==> src/rtl/oddr_tx_serializer_pkg.sv <==
// Shared types and sizing helpers for the ODDR transmit gearbox.
package oddr_tx_serializer_pkg;

    typedef enum logic {
        ST_IDLE  = 1'b0,
        ST_SHIFT = 1'b1
    } ser_state_e;

    // One DDR pair as presented to ODDR.D1/D2 (d1 is the earlier bit on the line).
    typedef struct packed {
        logic d1;
        logic d2;
    } ser_pair_t;

    localparam int unsigned PAIR_W = 2;

    function automatic int unsigned ser_np(input int unsigned width);
        return width / PAIR_W;
    endfunction

    // Pair counter width; never narrower than one bit so WIDTH=2 still has a counter.
    function automatic int unsigned ser_cnt_w(input int unsigned np);
        return (np > 1) ? unsigned'($clog2(np)) : 1;
    endfunction

    function automatic bit ser_width_ok(input int unsigned width);
        return (width >= PAIR_W) && ((width % PAIR_W) == 0);
    endfunction

endpackage

==> src/rtl/oddr_tx_serializer_if.sv <==
// Parallel word handshake into the gearbox.
interface oddr_tx_serializer_if #(
    parameter int unsigned WIDTH = 8
);
    logic [WIDTH-1:0] din;
    logic             din_valid;
    logic             din_ready_c;

    modport master (
        output din,
        output din_valid,
        input  din_ready_c
    );

    modport slave (
        input  din,
        input  din_valid,
        output din_ready_c
    );
endinterface

==> src/rtl/oddr_tx_serializer.sv <==
// Parallel-to-DDR gearbox feeding an ODDR in SAME_EDGE mode: two line bits per clock,
// gapless back-to-back words, IDLE level between words.
module oddr_tx_serializer
    import oddr_tx_serializer_pkg::*;
#(
    parameter int unsigned WIDTH     = 8,
    parameter logic        IDLE      = 1'b0,
    parameter bit          MSB_FIRST = 1'b1
) (
    input  logic                 c_i,
    input  logic                 r_i,
    input  logic                 ce_i,
    oddr_tx_serializer_if.slave  in_if,
    output logic                 d1_o,
    output logic                 d2_o,
    output logic                 busy_o,
    output logic                 done_o
);

    localparam int unsigned NP = ser_np(WIDTH);
    localparam int unsigned CW = ser_cnt_w(NP);
    localparam logic [CW-1:0] CNT_LAST  = CW'(NP - 1);
    localparam ser_pair_t     IDLE_PAIR = ser_pair_t'({IDLE, IDLE});

    if (!ser_width_ok(WIDTH)) begin : g_bad_width
        $error("oddr_tx_serializer: WIDTH must be even and >= 2");
    end

    ser_state_e       state_q;
    logic [CW-1:0]    cnt_q;
    logic [WIDTH-1:0] sh_q;
    ser_pair_t        pair_q;
    logic             busy_q;
    logic             done_q;

    logic [WIDTH-1:0] word_ord_c;
    logic [WIDTH-1:0] load_sh_d;
    logic [WIDTH-1:0] next_sh_d;
    ser_pair_t        load_pair_d;
    ser_pair_t        next_pair_d;
    logic             last_pair_c;
    logic             accept_c;

    // Put the word in line order so the earliest bit always sits at the top.
    always_comb begin
        word_ord_c = '0;
        for (int unsigned i = 0; i < WIDTH; i++) begin
            word_ord_c[WIDTH-1-i] = MSB_FIRST ? in_if.din[WIDTH-1-i] : in_if.din[i];
        end
    end

    always_comb begin
        load_pair_d = ser_pair_t'(word_ord_c[WIDTH-1 -: PAIR_W]);
        load_sh_d   = word_ord_c << PAIR_W;
        next_pair_d = ser_pair_t'(sh_q[WIDTH-1 -: PAIR_W]);
        next_sh_d   = sh_q << PAIR_W;
    end

    assign last_pair_c       = (cnt_q == CNT_LAST);
    assign in_if.din_ready_c = ce_i & ~r_i & ((state_q == ST_IDLE) | last_pair_c);
    assign accept_c          = in_if.din_valid & in_if.din_ready_c;

    // Control and datapath; a disabled cycle freezes everything except the DONE pulse.
    always_ff @(posedge c_i) begin
        if (r_i) begin
            state_q <= ST_IDLE;
            cnt_q   <= '0;
            sh_q    <= '0;
            pair_q  <= IDLE_PAIR;
            busy_q  <= 1'b0;
            done_q  <= 1'b0;
        end else if (!ce_i) begin
            done_q  <= 1'b0;
        end else begin
            done_q  <= 1'b0;
            unique case (state_q)
                ST_IDLE: begin
                    if (accept_c) begin
                        pair_q  <= load_pair_d;
                        sh_q    <= load_sh_d;
                        cnt_q   <= '0;
                        busy_q  <= 1'b1;
                        state_q <= ST_SHIFT;
                    end else begin
                        pair_q  <= IDLE_PAIR;
                    end
                end
                ST_SHIFT: begin
                    if (!last_pair_c) begin
                        pair_q  <= next_pair_d;
                        sh_q    <= next_sh_d;
                        cnt_q   <= cnt_q + CW'(1);
                    end else if (accept_c) begin
                        // Chain straight into the next word without an idle bubble.
                        pair_q  <= load_pair_d;
                        sh_q    <= load_sh_d;
                        cnt_q   <= '0;
                    end else begin
                        pair_q  <= IDLE_PAIR;
                        cnt_q   <= '0;
                        busy_q  <= 1'b0;
                        done_q  <= 1'b1;
                        state_q <= ST_IDLE;
                    end
                end
            endcase
        end
    end

    assign d1_o   = pair_q.d1;
    assign d2_o   = pair_q.d2;
    assign busy_o = busy_q;
    assign done_o = done_q;

endmodule

==> src/flat_wrapper.sv <==
// flat-port wrapper written by rule: the top's interface ports become plain ports
module oddr_tx_serializer_flat import oddr_tx_serializer_pkg::*;
#(
    parameter int unsigned WIDTH     = 8,
    parameter logic        IDLE      = 1'b0,
    parameter bit          MSB_FIRST = 1'b1
)
  (c_i, r_i, ce_i, d1_o, d2_o, busy_o, done_o, in_if_din, in_if_din_valid, in_if_din_ready_c);
  oddr_tx_serializer_if #(.WIDTH(WIDTH)) in_if_i ();
  input  logic c_i;
  input  logic r_i;
  input  logic ce_i;
  output logic d1_o;
  output logic d2_o;
  output logic busy_o;
  output logic done_o;
  input wire logic [$bits(in_if_i.din)-1:0] in_if_din;
  input wire logic [$bits(in_if_i.din_valid)-1:0] in_if_din_valid;
  output wire logic [$bits(in_if_i.din_ready_c)-1:0] in_if_din_ready_c;
  assign in_if_i.din = in_if_din;
  assign in_if_i.din_valid = in_if_din_valid;
  assign in_if_din_ready_c = in_if_i.din_ready_c;
  oddr_tx_serializer #(.WIDTH(WIDTH), .IDLE(IDLE), .MSB_FIRST(MSB_FIRST)) u_core (.c_i(c_i), .r_i(r_i), .ce_i(ce_i), .in_if(in_if_i), .d1_o(d1_o), .d2_o(d2_o), .busy_o(busy_o), .done_o(done_o));
endmodule
==> config.mk <==
export PLATFORM = sky130hd
export DESIGN_NAME = oddr_tx_serializer_flat
export DESIGN_NICKNAME = d
export VERILOG_FILES = /design/src/rtl/oddr_tx_serializer_pkg.sv /design/src/rtl/oddr_tx_serializer_if.sv /design/src/rtl/oddr_tx_serializer.sv /design/src/flat_wrapper.sv
export SDC_FILE = /design/constraint.sdc
export NUM_CORES = 1
export LEC_CHECK = 0
export ABC_AREA = 1
export BUFFER_PORTS_ARGS = -buffer_cell sky130_fd_sc_hd__buf_2
export CAP_MARGIN = 20
export CORE_ASPECT_RATIO = 1.25
export CORE_MARGIN = 2
export CORE_UTILIZATION = 40
export CTS_BUF_LIST = sky130_fd_sc_hd__clkbuf_8
export CTS_CLUSTER_DIAMETER = 120
export DETAILED_ROUTE_END_ITERATION = 8
export GPL_ROUTABILITY_DRIVEN = 0
export HOLD_SLACK_MARGIN = 0.08
export SYNTH_ARGS = -nofsm -noshare
export SYNTH_HDL_FRONTEND = slang
export SYNTH_SLANG_ARGS = --single-unit
export TNS_END_PERCENT = 30
==> constraint.sdc <==
create_clock -name c_i -period 2.4 [get_ports c_i]
set_clock_uncertainty 0.2 [all_clocks]
set_input_delay 0.48 -clock c_i [delete_from_list [all_inputs] [get_ports c_i]]
set_output_delay 0.48 -clock c_i [all_outputs]
set_load 0.05 [all_outputs]
---- Word level (Yosys, flattened, before mapping) ----
Index checks and enable logic that the tools add are counted.
word-level totals
  bits of input ports ..................... 12
  flip-flop bits (word level) ............. 15
  logic and storage cells ................. 40
operators by class
  bitwise operators ....................... 8
  muxes and demuxes ....................... 17
  reduce and logical (&&, ||, !) cells .... 3
  $add $sub $neg .......................... 1
  eq/ne operators ......................... 4
operators with widths
  cell                                            number
  2-to-1 mux 8 bit                                2
  case mux 8 bit (2 select lines)                 1
  2-to-1 mux 2 bit                                4
  case mux 2 bit (2 select lines)                 2
  2-to-1 mux 1 bit                                6
  != test 2 bit (second input constant)           2
  NOT 1 bit                                       4
  case mux 1 bit (2 select lines)                 2
  AND reduction 4 bit                             1
  OR reduction 4 bit                              1
  bitwise AND 1 bit                               3
  adder 2 x 1 -> 2 bit (second input constant)    1
  equality test 2 bit (second input constant)     1
  != test 2 x 1 -> 1 bit (second input constant)  1
  AND reduction 2 bit                             1
  bitwise OR 1 bit                                1

---- Longest topological paths before layout ----
  depth in word-level cells ............... 7
  gate-level depth with buffers ........... 7

---- Worst setup path before layout ----
OpenSTA, ideal clock, no wires.
  kind .................................... input to output
  start point ............................. input ce_i
  end point ............................... output in_if_din_ready_c
  cell stages on the path ................. 4
  arrival ................................. 1.214 ns
  required time ........................... 1.720 ns
  buffers on the path ..................... 1
  setup slack ............................. 0.506 ns
  cells stage by stage .................... buf_6 -> inv_4 -> nor2_8 -> and2_1
between the ends
  cells in the longest elaborated chain, start to end .. 2
RTL lines
  what                             line                      text
  start, declared                  flat_wrapper.sv:12        input logic ce_i;
  bitwise AND 1 bit (2 in series)  oddr_tx_serializer.sv:60  assign in_if.din_ready_c = ce_i & ~r_i & ((state_q == ST_IDLE) | last_pair_c);
  end, declared                    flat_wrapper.sv:19        output wire logic [$bits(in_if_i.din_ready_c)-1:0] in_if_din_ready_c;
No other way between the ends.

---- Worst setup path after layout ----
  start point ............................. register u_core.cnt_q[0]
  end point ............................... output in_if_din_ready_c
between the ends
  cells in the longest elaborated chain, start to end .. 3
RTL lines
  what                    line                      text
  start, declared         oddr_tx_serializer.sv:30  logic [CW-1:0] cnt_q;
  start signal, assigned  oddr_tx_serializer.sv:92  cnt_q <= cnt_q + CW'(1);
  equality test 2 bit     oddr_tx_serializer.sv:59  assign last_pair_c = (cnt_q == CNT_LAST);
  bitwise OR 1 bit        oddr_tx_serializer.sv:60
  bitwise AND 1 bit       oddr_tx_serializer.sv:60
No other way between the ends.

==> impl_metrics.json <==
{
  "fin_cells": 140,
  "drive_gt1_share_pct": 23.1,
  "critPathTopFamily": "flip-flops",
  "syn2layout_area_growth_pct": 15.7,
  "synthesis.area_um2": 772,
  "synth_area_leaders": "dfxtp_1, inv_1, nor2_1",
  "cts_buffers": 3,
  "slew_violations": 0,
  "critPathMaxFanout": 10,
  "coreArea_um2": 1790,
  "fin_crit_ns": 2.17,
  "synth_nets": 118,
  "clock_path_buffers": 2,
  "hold_path.class": "reg2reg",
  "yosysTopAreaCellShare_pct": 38.9,
  "grt_pass1_wl_um": 2540,
  "avgRoutedWirePerCell_um": 10.2,
  "synthCells": 105,
  "dr.first_iter.drc_count": 15,
  "synth.largest_area_cell": "dfxtp_1",
  "clock_sink_count": 15,
  "relSlewSlack_pct": 76.9,
  "diodes": 0,
  "grt_max_degree": 12,
  "critPathLaunchType": "register",
  "critPathKind": "reg2out",
  "hpwl_um": 1070,
  "rsz0062_at_grt": "no",
  "route.detailed.drc": 0,
  "power_density_nw_per_um2": 627,
  "timing.fmax_mhz": 462,
  "cts-htree-levels": 1,
  "rows": 17,
  "final-setup-viol-count": 0,
  "die_y_um": 53.1,
  "hold_violations": 0,
  "overflow": 0,
  "crit_path_cell_trace": "ha_1 -> inv_1 -> nand2_4 -> and2_1 -> buf_2",
  "max_slew.worst_pin.slew_ns": 0.345,
  "cts_setup_buffers": 0,
  "grt_usage_pct": 15.0,
  "cts_hold_buf": 0,
  "io_pins": 17,
  "ir_drop_mv": 0.407,
  "required_ns": 1.72,
  "yosys_warnings": 0,
  "critical-path-max-stage-delay_ns": 0.37,
  "end_kind": "output pin",
  "path_clk_slew_ns": 0.06,
  "period_share_pct": 90.3,
  "synth.avg_cell_area_um2": 7.35,
  "io_buffers": 16,
  "antenna_found_initial": 0,
  "nFillCells": 189,
  "die_w_um": 43.3,
  "dp.cells": 136,
  "vias": 677,
  "wirelength_um": 1430,
  "leakage_nw": 0.446,
  "ys_types": 21,
  "cts-resized-gates": 0,
  "insertion_delay_ns": 0.24,
  "ys_seq_area_share_pct": 38.9,
  "die_area_um2": 2300,
  "worstPathArrival_ns": 1.49,
  "ant_nets": 0,
  "dr.pass1.iters": 4,
  "tns_ns": 0,
  "drv_cap": 0,
  "status": "complete, no violations",
  "nets": 135,
  "tritoncts": "built",
  "root_buffer": "clkbuf_8",
  "via_per_inst": 4.84,
  "ys_ff_latch": 15,
  "grt_pass1_vias": 600,
  "crit_slowest_cell": "dfxtp_1",
  "cp_num_buf_inv": 2,
  "initial_utilization_pct": 43.2
}
## layout by cell type, fill, tap and decap left out, drive strengths merged
cell type and instances:
inv 21, nor3 2, and2 1, o21ai 4, nand4 8, ha 1
clkbuf 3, clkinv 1, dfxtp 15, a21oi 10, nand2 14, nor2 19
nand3 6, buf 16
## per-layer routing
layer	up-vias	wire length (um)	GRT usage (%)
li1	365	-	-
met1	297	677	18.7
met2	11	679	25.1
met3	4	39	2.05
met4	0	29	7.58
met5	-	0	0
## cell families after synthesis
kind of cell / count (synthesis) / synth area share, %
fa+ha+maj: 1 / 1.62
buf+inv: 25 / 14.3
simple gates: 50 / 36.1
compound gates: 14 / 9.08
flops: 15 / 38.9
## power breakdown
part	internal (mW)	leakage, nW	switching, mW
Clock	0.115	0.0255	0.0898
Combinational	0.0283	0.299	0.0565
Sequential	0.262	0.122	0.00858
## worst paths after layout
check / end / startpoint / slack, ns / cells after the start
max: in_if_din_ready_c / u_core.cnt_q[0] / 0.23 / 5
min: u_core.sh_q[0] / u_core.sh_q[0] / 0.25 / 2
max reg2reg: u_core.state_q / u_core.cnt_q[0] / 0.82 / 7
min reg2reg: u_core.sh_q[0] / u_core.sh_q[0] / 0.25 / 2
## worst min-delay path: cells and delay by family, from the launching register on
kind                   cells  cell delay, ns
DFF                        1            0.30
buffers and inverters      1            0.06
and+or+nand+nor            1            0.05
## per-stage QoR
stage	utilization, %	hold slack [ns]	power, mW	setup WS [ns]	cell area (um2)
after detailed placement	47.4	0.244	0.362	0.428	847
final	50.0	0.250	0.560	0.233	893
after CTS	50.0	0.256	0.567	0.228	893
after global routing	50.0	0.281	0.589	0.144	893
after global placement	47.4	0.244	0.360	0.442	847
after floorplan	-	0.224	0.341	0.506	772
## sequential cells by signal (all words and copies together), names as in the netlist
name and count:
u_core.sh_q 8, u_core.d1_o 1, u_core.done_o 1, u_core.busy_o 1, u_core.cnt_q 2, u_core.d2_o 1
u_core.state_q 1
## cell type report
type                            instances  area, um2  share of cell area, %
Tap cell                               19       23.8                   2.66
Timing Repair Buffer                   16       80.1                   8.96
Multi-Input combinational cell         65        362                   40.5
Clock buffer                            3       41.3                   4.62
Sequential cell                        15        300                   33.6
Clock inverter                          1       5.00                  0.560
Inverter                               21       81.3                   9.10
## cells in the mapped netlist (all sizes together)
| cell | n |
|---|---|
| and2 | 1 |
| inv | 21 |
| ha | 1 |
| dfxtp | 15 |
| o21ai | 4 |
| nand3 | 6 |
| nand4 | 8 |
| nand2 | 14 |
| nor2 | 19 |
| nor3 | 2 |
| buf | 4 |
| a21oi | 10 |
No activity file was read; power rests on OpenSTA's default activity.
